`src/rtl/mc_control_pkg.sv`:
```
// Shared encodings for the multi-cycle CPU main controller: ALU op codes,
// opcodes, mux selects, state codes and the packed control vector.
package mc_control_pkg;

  localparam logic [1:0] ALUOP_ADD  = 2'b00;
  localparam logic [1:0] ALUOP_SUB  = 2'b01;
  localparam logic [1:0] ALUOP_FUNC = 2'b10;

  localparam logic [5:0] OP_RTYPE = 6'b000000;
  localparam logic [5:0] OP_LW    = 6'b100011;
  localparam logic [5:0] OP_SW    = 6'b101011;
  localparam logic [5:0] OP_BEQ   = 6'b000100;
  localparam logic [5:0] OP_J     = 6'b000010;
  localparam logic [5:0] OP_ADDI  = 6'b001000;

  localparam logic [1:0] SRCB_B      = 2'b00;
  localparam logic [1:0] SRCB_FOUR   = 2'b01;
  localparam logic [1:0] SRCB_IMM    = 2'b10;
  localparam logic [1:0] SRCB_IMM_SH = 2'b11;

  localparam logic [1:0] PCSRC_ALU    = 2'b00;
  localparam logic [1:0] PCSRC_ALUOUT = 2'b01;
  localparam logic [1:0] PCSRC_JUMP   = 2'b10;

  typedef enum logic [3:0] {
    ST_FETCH     = 4'd0,
    ST_DECODE    = 4'd1,
    ST_MEM_ADDR  = 4'd2,
    ST_MEM_READ  = 4'd3,
    ST_MEM_WB    = 4'd4,
    ST_MEM_WRITE = 4'd5,
    ST_R_EXEC    = 4'd6,
    ST_R_WB      = 4'd7,
    ST_BRANCH    = 4'd8,
    ST_JUMP      = 4'd9,
    ST_I_EXEC    = 4'd10,
    ST_I_WB      = 4'd11
  } state_e;

  typedef struct packed {
    logic       pc_write;
    logic       pc_write_cond;
    logic       iord;
    logic       mem_read;
    logic       mem_write;
    logic       ir_write;
    logic       mem_to_reg;
    logic       reg_dst;
    logic       reg_write;
    logic       alu_src_a;
    logic [1:0] alu_src_b;
    logic [1:0] aluop;
    logic [1:0] pc_source;
    logic       illegal_op;
  } ctrl_t;

  function automatic logic is_legal_op(input logic [5:0] op);
    return (op == OP_RTYPE) || (op == OP_LW) || (op == OP_SW) ||
           (op == OP_BEQ) || (op == OP_J) || (op == OP_ADDI);
  endfunction

endpackage

```
`src/rtl/mc_control_decode.sv`:
```
// Combinational state + mem_ready to control-vector decoder. All write and
// request strobes are held low while reset is asserted.
module mc_control_decode
  import mc_control_pkg::*;
(
  input  logic [3:0] state_i,
  input  logic       mem_ready_i,
  input  logic [5:0] opcode_i,
  input  logic       rst_n,
  output ctrl_t      ctrl_o
);

  ctrl_t raw;

  always_comb begin
    raw = '0;
    case (state_i)
      ST_FETCH: begin
        raw.mem_read  = 1'b1;
        raw.alu_src_b = SRCB_FOUR;
        raw.aluop     = ALUOP_ADD;
        raw.pc_source = PCSRC_ALU;
        raw.ir_write  = mem_ready_i;
        raw.pc_write  = mem_ready_i;
      end
      ST_DECODE: begin
        // Branch target is computed speculatively while the opcode is decoded.
        raw.alu_src_b  = SRCB_IMM_SH;
        raw.aluop      = ALUOP_ADD;
        raw.illegal_op = !is_legal_op(opcode_i);
      end
      ST_MEM_ADDR: begin
        raw.alu_src_a = 1'b1;
        raw.alu_src_b = SRCB_IMM;
      end
      ST_MEM_READ: begin
        raw.mem_read = 1'b1;
        raw.iord     = 1'b1;
      end
      ST_MEM_WB: begin
        raw.reg_write  = 1'b1;
        raw.mem_to_reg = 1'b1;
      end
      ST_MEM_WRITE: begin
        raw.mem_write = 1'b1;
        raw.iord      = 1'b1;
      end
      ST_R_EXEC: begin
        raw.alu_src_a = 1'b1;
        raw.alu_src_b = SRCB_B;
        raw.aluop     = ALUOP_FUNC;
      end
      ST_R_WB: begin
        raw.reg_write = 1'b1;
        raw.reg_dst   = 1'b1;
      end
      ST_BRANCH: begin
        raw.alu_src_a     = 1'b1;
        raw.alu_src_b     = SRCB_B;
        raw.aluop         = ALUOP_SUB;
        raw.pc_write_cond = 1'b1;
        raw.pc_source     = PCSRC_ALUOUT;
      end
      ST_JUMP: begin
        raw.pc_write  = 1'b1;
        raw.pc_source = PCSRC_JUMP;
      end
      ST_I_EXEC: begin
        raw.alu_src_a = 1'b1;
        raw.alu_src_b = SRCB_IMM;
      end
      ST_I_WB: begin
        raw.reg_write = 1'b1;
      end
      default: raw = '0;
    endcase
  end

  always_comb begin
    ctrl_o = raw;
    if (!rst_n) begin
      ctrl_o.pc_write      = 1'b0;
      ctrl_o.pc_write_cond = 1'b0;
      ctrl_o.mem_read      = 1'b0;
      ctrl_o.mem_write     = 1'b0;
      ctrl_o.ir_write      = 1'b0;
      ctrl_o.reg_write     = 1'b0;
      ctrl_o.illegal_op    = 1'b0;
    end
  end

endmodule

```
`src/rtl/mc_control.sv`:
```
// Main control FSM of the multi-cycle CPU: state register and next-state
// logic; control outputs come from mc_control_decode.
module mc_control
  import mc_control_pkg::*;
#(
  parameter logic [3:0] RESET_STATE = 4'd0
) (
  input  logic       clk,
  input  logic       rst_n,
  input  logic [5:0] opcode_i,
  input  logic       mem_ready_i,
  output logic       pc_write_o,
  output logic       pc_write_cond_o,
  output logic       iord_o,
  output logic       mem_read_o,
  output logic       mem_write_o,
  output logic       ir_write_o,
  output logic       mem_to_reg_o,
  output logic       reg_dst_o,
  output logic       reg_write_o,
  output logic       alu_src_a_o,
  output logic [1:0] alu_src_b_o,
  output logic [1:0] aluop_o,
  output logic [1:0] pc_source_o,
  output logic       illegal_op_o,
  output logic [3:0] state_o
);

  state_e state_q, state_d;
  ctrl_t  ctrl;

  always_ff @(posedge clk or negedge rst_n) begin
    if (!rst_n) state_q <= state_e'(RESET_STATE);
    else        state_q <= state_d;
  end

  always_comb begin
    state_d = ST_FETCH;
    case (state_q)
      ST_FETCH:     state_d = mem_ready_i ? ST_DECODE : ST_FETCH;
      ST_DECODE: begin
        case (opcode_i)
          OP_LW, OP_SW: state_d = ST_MEM_ADDR;
          OP_RTYPE:     state_d = ST_R_EXEC;
          OP_BEQ:       state_d = ST_BRANCH;
          OP_J:         state_d = ST_JUMP;
          OP_ADDI:      state_d = ST_I_EXEC;
          default:      state_d = ST_FETCH;
        endcase
      end
      ST_MEM_ADDR:  state_d = (opcode_i == OP_LW) ? ST_MEM_READ : ST_MEM_WRITE;
      ST_MEM_READ:  state_d = mem_ready_i ? ST_MEM_WB : ST_MEM_READ;
      ST_MEM_WRITE: state_d = mem_ready_i ? ST_FETCH : ST_MEM_WRITE;
      ST_R_EXEC:    state_d = ST_R_WB;
      ST_I_EXEC:    state_d = ST_I_WB;
      default:      state_d = ST_FETCH;
    endcase
  end

  mc_control_decode u_decode (
    .state_i     (state_q),
    .mem_ready_i (mem_ready_i),
    .opcode_i    (opcode_i),
    .rst_n       (rst_n),
    .ctrl_o      (ctrl)
  );

  assign pc_write_o      = ctrl.pc_write;
  assign pc_write_cond_o = ctrl.pc_write_cond;
  assign iord_o          = ctrl.iord;
  assign mem_read_o      = ctrl.mem_read;
  assign mem_write_o     = ctrl.mem_write;
  assign ir_write_o      = ctrl.ir_write;
  assign mem_to_reg_o    = ctrl.mem_to_reg;
  assign reg_dst_o       = ctrl.reg_dst;
  assign reg_write_o     = ctrl.reg_write;
  assign alu_src_a_o     = ctrl.alu_src_a;
  assign alu_src_b_o     = ctrl.alu_src_b;
  assign aluop_o         = ctrl.aluop;
  assign pc_source_o     = ctrl.pc_source;
  assign illegal_op_o    = ctrl.illegal_op;
  assign state_o         = state_q;

endmodule

```
`config.mk`:
```
export PLATFORM = sky130hd
export DESIGN_NAME = mc_control
export DESIGN_NICKNAME = d
export VERILOG_FILES = /design/src/rtl/mc_control_pkg.sv /design/src/rtl/mc_control_decode.sv /design/src/rtl/mc_control.sv
export SDC_FILE = /design/constraint.sdc
export NUM_CORES = 1
export LEC_CHECK = 0
export BUFFER_PORTS_ARGS = -buffer_cell sky130_fd_sc_hd__buf_2
export CORE_MARGIN = 2
export CORE_UTILIZATION = 35
export DETAILED_ROUTE_END_ITERATION = 12
export GPL_TIMING_DRIVEN = 1
export PLACE_DENSITY = 0.68
export SYNTH_ARGS = -nofsm -noshare
export SYNTH_HDL_FRONTEND = slang
export SYNTH_SLANG_ARGS = --single-unit
```
`constraint.sdc`:
```
create_clock -name clk -period 2.65 [get_ports clk]
set_input_delay 0.3975 -clock clk [delete_from_list [all_inputs] [get_ports clk]]
set_output_delay 0.3975 -clock clk [all_outputs]
set_load 0.01 [all_outputs]
```
==> results.py, run 1 <==
metrics = {
    "placed_design": {
        "placed_cells": 115,
        "dp_hpwl_mm": 1.13,
        "place_congestion": 0.829,
        "port_buffers": 29,
        "place_area_um2": 669,
    },
    "routing": {
        "drt-total-wl_mm": 1.52,
        "drc_errors": 0,
        "wl_per_cell_um": 12.8,
        "vias": 679,
        "firstDrtPassIters": 4,
        "ant_nets": 0,
        "drt_iter0_markers": 8,
        "vias_per_cell": 5.71,
    },
    "clock_tree": {
        "cts_root_buf": "clkbuf_4",
        "cts.clk_slew.worst_paths_ns": 0.04,
        "clock_sinks": 4,
        "cts_made_buffers": 3,
        "insertion_delay_ns": 0.24,
        "clockBufferDepth": 2,
        "h-tree-depth": 1,
        "tritoncts": "yes",
    },
    "finish": {
        "layout_common_cells": "buf_2 (29), nor2_1 (9), nand2b_1 (6)",
        "fin_cells": 119,
        "antenna_cells": 0,
        "area_delta_synth_final_pct": 32.9,
        "fin_nets": 114,
        "postLayoutCoreUtil": 0.483,
        "largest_reg_flops": 4,
        "fin_area_um2": 702,
        "fillCellCount": 153,
        "drive_gt1_frac": 0.359,
        "final_common_cell": "buf_2",
    },
    "pwr": {
        "power_density_nw_per_um2": 362,
        "internal_power_uw": 160,
        "clockPowerShare": 0.298,
        "swShare": 0.369,
        "p_sw_uw": 93.9,
        "vdd_drop_max_uv": 219,
        "combPwrFrac": 0.385,
        "leakage_nw": 0.345,
        "p_seq_frac": 0.317,
    },
    "logic_synthesis": {
        "ys_async_sr_fraction": 1.00,
        "syn_area_um2": 528,
        "ys.flop_type": "dfrtp_1",
        "yosysSeqAreaShare": 0.190,
        "synth_warnings": 0,
        "syn_area_per_cell_um2": 7.04,
        "synth-edff-count": 0,
        "ys_ff_latch": 4,
        "yosysUniqueCellTypes": 31,
        "synth_nets": 84,
        "synth_cells": 75,
    },
    "global_routing": {
        "grt_max_degree": 18,
        "grt_pass1_wl_mm": 2.61,
        "grt.met2_usage": 0.291,
        "overflow": 0,
        "use_met3": 0.0426,
        "first_global_vias": 578,
        "use_met1": 0.242,
        "grt-busiest-layer": "met2",
        "grt_antenna_before_repair": 0,
        "track_usage": 0.185,
    },
    "worst_setup_path": {
        "critPathKind": "reg2out",
        "path_max_fanout": 13,
        "path_delay_family": "simple AND/OR/NAND/NOR gates",
        "cp_data_arrival_time_ns": 1.88,
        "critPathBufInv": 1,
        "cp_slowest_stage_delay_ns": 0.51,
        "critPathRequiredTime_ns": 2.25,
        "critical_path.cell_chain": "nor2_1, nand2_1, nor4b_1, buf_2",
        "cp_slowest_cell": "dfrtp_1",
        "critPathCaptureType": "primary output",
        "cp-start-kind": "flip-flop",
    },
    "timing": {
        "rsz0062_at_grt": "false",
        "period_share": 0.858,
        "finalCriticalPeriod_ns": 2.27,
        "hold_violations": 0,
        "fmax_mhz": 440,
        "whs_ns": 0.531,
        "setup_violations": 0,
        "finClkSkew_ns": 0.00294,
        "timing.slew.headroom": 0.702,
        "tightestPinTransition_ns": 0.447,
        "slew_viol_final": 0,
        "fin_tns_setup_ns": 0,
    },
    "die": {
        "dieWidth_um": 42.8,
        "fp.dieArea_um2": 1840,
        "start_util": 0.363,
        "rows": 14,
        "io_pins": 30,
        "die_h_um": 42.8,
        "core_um2": 1450,
    },
    "worst_hold_path": {
        "hold_path_class": "in2async",
    },
    "run_status": {
        "run_status": "finished, final reports clean",
    },
    "flow_run": {
        "max-cap-violations": 0,
    },
}
==> logic make-up (layout without fill, tap and decap cells) <==
family | after synthesis | in the layout | synth area share
AO/OA/AOI/OAI | 18 | 18 | 0.237
flip-flops | 4 | 4 | 0.190
XOR/XNOR | 2 | 2 | 0.0332
multiplexers | 1 | 1 | 0.0190
buffers and inverters | 8 | 36 | 0.0735
AND/OR/NAND/NOR | 42 | 42 | 0.448
==> worst paths after layout <==
path / start / end / slack, ns / cells after the start
setup / recovery: state_o[2] / ir_write_o / 0.38 / 4
hold / removal: rst_n / state_o[1] / 0.53 / 2
setup reg to reg: state_o[2] / state_o[1] / 1.11 / 4
hold reg to reg: state_o[3] / state_o[2] / 0.74 / 1
max in group asynchronous: rst_n / state_o[2] / 1.95 / 2
min in group clk: opcode_i[4] / state_o[1] / 0.58 / 3
==> repair_timing <==
| item | CTS | global route |
|---|---|---|
| hold buffers | 1 | 0 |
| resized for setup | 0 | 0 |
| setup buffers | 0 | 0 |
| hold endpoints to repair | 4 | 0 |
==> per-layer routing <==
layer | part of all wire | wire length (um)
met2 | 0.47 | 719
met1 | 0.43 | 652
met3 | 0.088 | 134
met4 | 0.011 | 16
met5 | 0 | 0
==> through the flow <==
step,setup slack (ns),power (mW)
floorplan,0.865,0.139
global placement,0.684,0.175
global route,0.197,0.274
finish,0.376,0.254
CTS,0.364,0.256
detailed placement,0.613,0.177
==> area by class of cell <==
| class | instances | area (um^2) | area share |
|---|---|---|---|
| multi-input combinational | 63 | 389 | 0.554 |
| inverter | 2 | 7.51 | 0.0107 |
| clock buffer | 3 | 22.5 | 0.0321 |
| tap | 16 | 20.0 | 0.0285 |
| timing repair buffer | 31 | 163 | 0.232 |
| sequential | 4 | 100 | 0.143 |
==> power by group through the flow <==
stage | sequential, mW | combinational (mW) | clock, mW
CTS | 0.0804 | 0.0982 | 0.0776
floorplan | 0.0730 | 0.0661 | 0
detailed placement | 0.0811 | 0.0956 | 0
global placement | 0.0802 | 0.0947 | 0
global route | 0.0825 | 0.108 | 0.0831
finish | 0.0806 | 0.0978 | 0.0757
==> synth_stat cells (3+ instances only) <==
master    count  area, um^2
dfrtp_1       4         100
nand3_1       3        15.0
nor3_1        5        25.0
a21oi_1       5        25.0
nand2_1       5        18.8
nor3b_1       3        22.5
buf_2         4        20.0
nand2b_1      6        37.5
nor2_1        9        33.8
nor4b_1       3        26.3
o21ai_0       4        20.0
Note: power is estimated with default switching activity, not from simulation.
==> run 2: changes to the inputs <==
==> constraint.sdc (replaced) <==
create_clock -name clk -period 2.65 [get_ports clk]
set_input_delay 0.265 -clock clk [delete_from_list [all_inputs] [get_ports clk]]
set_output_delay 0.265 -clock clk [all_outputs]
set_load 0.01 [all_outputs]
==> results.py, run 2 (same netlist as run 1, synthesis figures left out) <==
metrics = {
    "run_status": {
        "run_status": "finished, final reports clean",
    },
    "flow_run": {
        "max-cap-violations": 0,
    },
    "timing": {
        "hold_violations": 0,
        "period_share": 0.806,
        "tightestPinTransition_ns": 0.520,
        "finalCriticalPeriod_ns": 2.14,
        "rsz0062_at_grt": "false",
        "setup_slack_ns": 0.515,
        "finClkSkew_ns": 0.00314,
        "setup_violations": 0,
        "slew_viol_final": 0,
        "fmax_mhz": 468,
        "whs_ns": 0.397,
        "timing.slew.headroom": 0.653,
        "fin_tns_setup_ns": 0,
    },
    "die": {
        "start_util": 0.363,
        "io_pins": 30,
        "fp.dieArea_um2": 1840,
        "rows": 14,
        "core_um2": 1450,
        "dieWidth_um": 42.8,
        "die_h_um": 42.8,
    },
    "worst_setup_path": {
        "r2r-start": "state_o[0]",
        "cp_data_arrival_time_ns": 1.87,
        "timing.rr.end": "state_o[1]",
        "crit_start": "state_o[0]",
        "path_max_fanout": 17,
        "rrSetupSlack_ns": 0.90,
        "cp-start-kind": "flip-flop",
        "critPathKind": "reg2out",
        "critPathRequiredTime_ns": 2.38,
        "critPathCapture": "illegal_op_o",
        "reg2reg_depth": 4,
        "critPathCaptureType": "primary output",
    },
    "finish": {
        "layout_common_cells": "buf_2 (29), nor2_1 (9), nand2b_1 (6)",
        "fin_area_um2": 694,
        "largest_reg_flops": 4,
        "antenna_cells": 0,
        "fin_nets": 113,
        "area_delta_synth_final_pct": 31.5,
        "drive_gt1_frac": 0.353,
        "final_common_cell": "buf_2",
        "fin_cells": 118,
        "postLayoutCoreUtil": 0.478,
    },
    "clock_tree": {
        "h-tree-depth": 1,
        "tritoncts": "yes",
        "cts_root_buf": "clkbuf_4",
        "insertion_delay_ns": 0.24,
        "cts_made_buffers": 3,
        "clockBufferDepth": 2,
        "clock_sinks": 4,
        "cts.clk_slew.worst_paths_ns": 0.04,
        "cts_resized": 0,
    },
    "global_routing": {
        "first_global_vias": 570,
        "overflow": 0,
        "grt_pass1_wl_mm": 2.52,
        "grt_antenna_before_repair": 0,
        "grt_max_degree": 18,
        "track_usage": 0.182,
    },
    "pwr": {
        "clockPowerShare": 0.308,
        "p_sw_uw": 95.3,
        "power_density_nw_per_um2": 364,
        "p_seq_frac": 0.318,
        "combPwrFrac": 0.374,
        "total_power_uw": 252,
        "internal_power_uw": 157,
        "leakage_nw": 0.340,
        "vdd_drop_max_uv": 213,
        "swShare": 0.377,
    },
    "routing": {
        "ant_nets": 0,
        "drt_iter0_markers": 17,
        "vias": 663,
        "drc_errors": 0,
        "wl_per_cell_um": 13.3,
        "firstDrtPassIters": 4,
        "vias_per_cell": 5.62,
        "drt-total-wl_mm": 1.57,
    },
    "placed_design": {
        "place_congestion": 0.818,
        "place_ws_ns": 0.788,
        "place_area_um2": 662,
        "port_buffers": 29,
        "placed_cells": 114,
        "dp_hpwl_mm": 1.15,
    },
    "worst_hold_path": {
        "hold_path_class": "in2async",
    },
}
run 2: worst max-delay path: stages, from the launching register on:
cell     delay [ns]
dfrtp_1        0.60
nor2b_1        0.51
nand3_1        0.14
nor4_1         0.22
buf_2          0.17
run 2: power groups by stage:
stage                     sequential [mW]  clock (mW)  combinational (mW)
after floorplan                    0.0730           0              0.0661
final                              0.0803      0.0779              0.0943
after CTS                          0.0800      0.0813              0.0944
after detailed placement           0.0809           0              0.0928
after global placement             0.0801           0              0.0919
after global routing               0.0819      0.0816               0.104
run 2: area by class of cell:
class	count	area (um^2)
Fill cell	156	759
Multi-Input combinational cell	63	389
Timing Repair Buffer	30	155
Sequential cell	4	100
Clock buffer	3	22.5
Tap cell	16	20.0
Inverter	2	7.51
run 2: layer usage:
layer,wire length [um],global-route usage
met3,137,0.0170
met1,701,0.230
met5,0,0
met4,39,0.125
met2,693,0.288
run 2: how the worst min path moves through the flow:
stage	end	slack [ns]
2_1_floorplan	state_o[0]	-0.03
3_3_place_gp	state_o[1]	0.12
3_5_place_dp	state_o[1]	0.12
4_1_cts	state_o[0]	0.40
5_1_grt	state_o[1]	0.43
6_report	state_o[0]	0.40
run 2: timing repair:
action	CTS	global route
endpoints found under the hold margin	4	0
setup buffers	0	0
hold buffers	1	0
